File: src/rtl/msg_padder.sv
// Streaming message padder: passes message words, then appends pad, zero and length words to fill whole blocks.
// Optional MSG_PADDER_EXT_LEN_EN: adds msg_len port; the length word carries that sampled value verbatim.
module msg_padder #(
    parameter int W         = 64,
    parameter int BLK_WORDS = 16
) (
    input  logic         clk,
    input  logic         rst_n,
`ifdef MSG_PADDER_EXT_LEN_EN
    input  logic [W-1:0] msg_len,
`endif
    input  logic [W-1:0] in_data,
    input  logic         in_valid,
    input  logic         in_last,
    output logic         in_ready,
    output logic [W-1:0] out_data,
    output logic         out_valid,
    input  logic         out_ready,
    output logic         out_last,
    output logic         out_blk_end,
    output logic         busy
);

    localparam int PW = $clog2(BLK_WORDS);
    localparam logic [PW-1:0] LP_SLOT_LAST = PW'(BLK_WORDS - 1);
    localparam logic [PW-1:0] LP_SLOT_PRE  = PW'(BLK_WORDS - 2);
    localparam logic [W-1:0]  LP_W         = W'(W);
    localparam logic [W-1:0]  LP_PAD       = {1'b1, {(W-1){1'b0}}};

    typedef enum logic [1:0] {
        S_MSG,
        S_PAD,
        S_ZERO,
        S_LEN
    } state_t;

    state_t        r_state, w_state_nxt;
    logic [PW-1:0] r_pos;
    logic [W-1:0]  r_wcnt;
    logic [W-1:0]  w_len;
    logic          w_xfer;

    assign w_xfer = out_valid & out_ready;

`ifdef MSG_PADDER_EXT_LEN_EN
    logic [W-1:0] r_msg_len;

    always_ff @(posedge clk or negedge rst_n) begin
        if (!rst_n) begin
            r_msg_len <= '0;
        end else if (r_state == S_MSG && w_xfer && in_last) begin
            r_msg_len <= msg_len;
        end
    end

    assign w_len = r_msg_len;
`else
    assign w_len = r_wcnt * LP_W;
`endif

    always_ff @(posedge clk or negedge rst_n) begin
        if (!rst_n) begin
            r_state <= S_MSG;
            r_pos   <= '0;
            r_wcnt  <= '0;
        end else begin
            r_state <= w_state_nxt;
            if (w_xfer) begin
                r_pos <= (r_state == S_LEN || r_pos == LP_SLOT_LAST) ? '0 : r_pos + 1'b1;
                if (r_state == S_MSG) begin
                    r_wcnt <= r_wcnt + 1'b1;
                end else if (r_state == S_LEN) begin
                    r_wcnt <= '0;
                end
            end
        end
    end

    always_comb begin
        w_state_nxt = r_state;
        out_data    = '0;
        out_valid   = 1'b1;
        out_last    = 1'b0;
        in_ready    = 1'b0;
        unique case (r_state)
            S_MSG: begin
                out_data  = in_data;
                out_valid = in_valid;
                in_ready  = out_ready;
                if (w_xfer && in_last) begin
                    w_state_nxt = S_PAD;
                end
            end
            S_PAD: begin
                out_data = LP_PAD;
                // Pad in the last slot leaves no room for length: a full zero block follows.
                if (w_xfer) begin
                    w_state_nxt = (r_pos == LP_SLOT_PRE) ? S_LEN : S_ZERO;
                end
            end
            S_ZERO: begin
                if (w_xfer && r_pos == LP_SLOT_PRE) begin
                    w_state_nxt = S_LEN;
                end
            end
            S_LEN: begin
                out_data = w_len;
                out_last = 1'b1;
                if (w_xfer) begin
                    w_state_nxt = S_MSG;
                end
            end
            default: w_state_nxt = S_MSG;
        endcase
    end

    assign out_blk_end = out_valid & (r_pos == LP_SLOT_LAST);
    assign busy        = (r_state != S_MSG) | (r_wcnt != '0);

endmodule

File: config.mk
export PLATFORM = sky130hd
export DESIGN_NAME = msg_padder
export DESIGN_NICKNAME = d
export VERILOG_FILES = /design/src/rtl/msg_padder.sv
export SDC_FILE = /design/constraint.sdc
export NUM_CORES = 1
export LEC_CHECK = 0
export ABC_AREA = 1
export CORE_ASPECT_RATIO = 1.1
export CORE_MARGIN = 1.5
export CORE_UTILIZATION = 30
export DETAILED_ROUTE_END_ITERATION = 12
export PLACE_DENSITY = 0.62
export SLEW_MARGIN = 0
export SYNTH_ARGS = -nofsm -noshare
export SYNTH_HDL_FRONTEND = slang
export SYNTH_SLANG_ARGS = --single-unit
export TNS_END_PERCENT = 10
File: constraint.sdc
create_clock -name clk -period 2.5 [get_ports clk]
set_clock_uncertainty 0.2 [all_clocks]
set_input_delay 0.625 -clock clk [delete_from_list [all_inputs] [get_ports clk]]
set_output_delay 0.625 -clock clk [all_outputs]
set_load 0.03 [all_outputs]
==> results.md <==
- Status: finished with violations
- Failing checks: setup timing
- DRC errors left: 0
- Initial DRC count: 505
- Largest net degree at the start of global routing: 30
- DP HPWL: 18.2 mm
- RSZ-0062 raised after global routing: true
- Worst EP required: 1.67 ns
- Top FF cell, synth: dfrtp_1
- Crit path max fanout: 14
- Fin area: 8720 um2
- Pleak: 4.04 nW
- Slew Viols, Final: 0
- Most frequent cell after synthesis: nand2_1
- CTS hold repair buffers: 0
- Number of nets in the final layout: 1192
- DR vias: 6776
- Initial antenna violation count: 0
- HP Class: in -> async
- Skew-Pair Late Insertion Delay: 0.35 ns
- Area leader, netlist: dfrtp_1
- Global-route usage over all layers: 24.1%
- Tcrit/Tclk final: 104%
- Inst Count DP: 1333
- Placed Area: 7910 um2
- Initial Utilization: 30.6%
- DIE HEIGHT: 147 um
- Vias in the first global route: 6615
- First-pass iteration count of the detailed router: 5
- Critical path startpoint category: flip-flop
- Total CTS buffers: 9
- Layout area overhead: 55.1%
- Post-route minimum period: 2.60 ns
- Max Clock Freq: 385 MHz
- Max transition margin: 57.4%
- Die area: 19600 um2
- # H-tree levels: 3
- Seq cells post-synth: 70
- Setup violators final: 37
- Inserted Diodes: 0
- CP top delay family: buffers and inverters
- Crit path max-delay cell type: dfrtp_1
- CP Buf/Inv Count: 3
- CP max stage delay: 0.39 ns
- Final GP Congestion: 0.945
- Post-Syn Area: 5620 um2
- Core box area: 18300 um2
- Ys Warns: 0
- Layout cell share with drive strength beyond 1: 26.0%
- Ys async rst share: 100%
- Avg Cell Area, Syn: 6.20 um2
- Multi-input logic area: 3740 um2
- Setup ws final: -0.101 ns
- Critical path class: reg -> out
- Post-synthesis cell count: 906
- Arr. time, crit path: 1.78 ns
- Crit path cell chain: inv_2 -> ha_4 -> buf_8 -> nand2_1 -> a21oi_4 -> buf_12
- # fillers: 1826
- Tightest Pin Transition: 0.630 ns
- Fin. Hold Viols: 0
- Post-synth EDFFs: 0
- Total power: 7.36 mW
- Fin cells: 1360
- Worst hold slack: 0.0433 ns
- Clk root buf: clkbuf_16
- CTS tree: built
- Max Cap Viol: 0
- Register area share after synthesis: 31.2%
- Post-synth top area share: 31.2%
- Post-route ant nets: 0
- Setup TNS: -1.99 ns
- Pwr dens: 844 nW/um2
- WL/cell: 17.1 um
- Post-synth top cells: nand2_1, nor2_1, a21oi_1
- CTS Buffer Depth: 2
- Global-route wire length before repair: 36.3 mm
- Post-DR vias/cell: 4.98
- PortBufs: 137
- Die width: 134 um
- # rows: 52
- Synth Net Count: 984
- GRT overflow: 0
- IR drop worst, VDD: 0.624 mV
- Final wirelength: 23.3 mm
- Distinct cells, synth: 38
- Clock Sink Count: 70
- Worst Setup End Kind: output port
- Synth area leaders: dfrtp_1, nand2_1, a21oi_1, nor2_1, inv_1
- FF/Latch Area: 1750 um2
- IO Pins: 138
- Clk slew on worst S/H paths: 0.06 ns
report_power, final:
group	switching (mW)	leakage (nW)	internal, mW
Combinational	2.75	2.94	2.06
Clock	0.506	0.138	0.741
Sequential	0.0859	0.966	1.21
sequential cells by signal (all words and copies together) (netlist names):
register / cells
r_wcnt: 64
r_state: 2
r_pos: 4
cells in the final DEF (no fill, tap or decap), types with 2 or more instances in the layout:
cell type        synthesis  routed
nor2_2                   8       9
buf_12                   1      11
o21bai_1                 2       2
buf_4                    1      98
nand3b_1                 2       2
nand3_1                 44      44
inv_1                   92      89
nand2_2                  9      15
ha_1                     9       6
buf_8                    0       2
ha_4                     0       3
buf_6                    1      44
inv_2                    2       5
nand4_1                 19      19
a21oi_4                  0       7
clkdlybuf4s50_1          0      67
nor4_2                   0       6
a21oi_1                102      48
nor3_1                  10       9
nor2_1                 134     133
nor4_1                  16       8
o21ai_1                  3       3
dfrtp_1                 70      69
nor2_4                   8       8
bufbuf_16                0       2
nand2_4                  4       4
clkbuf_8                 0       3
a21oi_2                  0      47
buf_16                   0       2
nor4_4                   0       2
nand2_1                298     292
o21ai_0                 25      25
clkbuf_16                0       9
nor2_8                   6       6
layout make-up:
type                       count  share of cell area [%]
tap                          243                    3.49
clock buffer                  13                    3.10
timing repair buffer         228                    26.2
clock inverter                 1                  0.0574
sequential                    70                    20.1
inverter                      95                    4.09
multi-input combinational    710                    42.9
final timing paths:
check / start / to / slack, ns / cells after the start
worst max-delay path: r_state[0]$_DFFE_PN0P_ / out_data[62] / -0.10 / 6
worst min-delay path: rst_n / r_wcnt[26]$_DFFE_PN0P_ / 0.04 / 1
worst max register to register: r_state[0]$_DFFE_PN0P_ / r_wcnt[4]$_DFFE_PN0P_ / 0.17 / 9
worst min register to register: r_pos[1]$_DFFE_PN0N_ / r_pos[1]$_DFFE_PN0N_ / 0.35 / 2
max in group asynchronous: rst_n / r_wcnt[21]$_DFFE_PN0P_ / 1.41 / 2
min in group clk: r_pos[1]$_DFFE_PN0N_ / r_pos[1]$_DFFE_PN0N_ / 0.35 / 2
stage by stage:
| step | setup WS, ns | utilization (%) |
|---|---|---|
| 3_3_place_gp | 0.0127 | 43.1 |
| 6_report | -0.101 | 47.5 |
| 3_5_place_dp | -0.0255 | 43.1 |
| 2_1_floorplan | -0.132 | - |
| 5_1_grt | -0.160 | 47.5 |
| 4_1_cts | -0.0754 | 46.5 |
routing by layer:
layer / vias to the layer above / GRT usage (%) / part of all wire [%]
met1: 3128 / 28.5 / 40
met5: - / 0 / 0
li1: 3318 / - / -
met2: 267 / 41.4 / 49
met3: 63 / 3.85 / 6.3
met4: 0 / 14.0 / 5.2
cell families after synthesis:
group / after synthesis / synth area share (%)
AO/OA/AOI/OAI: 137 / 12.6
XOR/XNOR: 2 / 0.312
adder cells (fa/ha/maj): 9 / 2.00
buffers and inverters: 126 / 9.02
flip-flops: 70 / 31.2
AND/OR/NAND/NOR: 562 / 44.9
repair_timing:
item | in CTS | in global routing
resized for setup | 37 | 43
cloned | 4 | 0
pin swaps | 3 | 7
setup endpoints to repair | 69 | 68
setup buffers | 6 | 3
(Power assumes the default switching activity.)
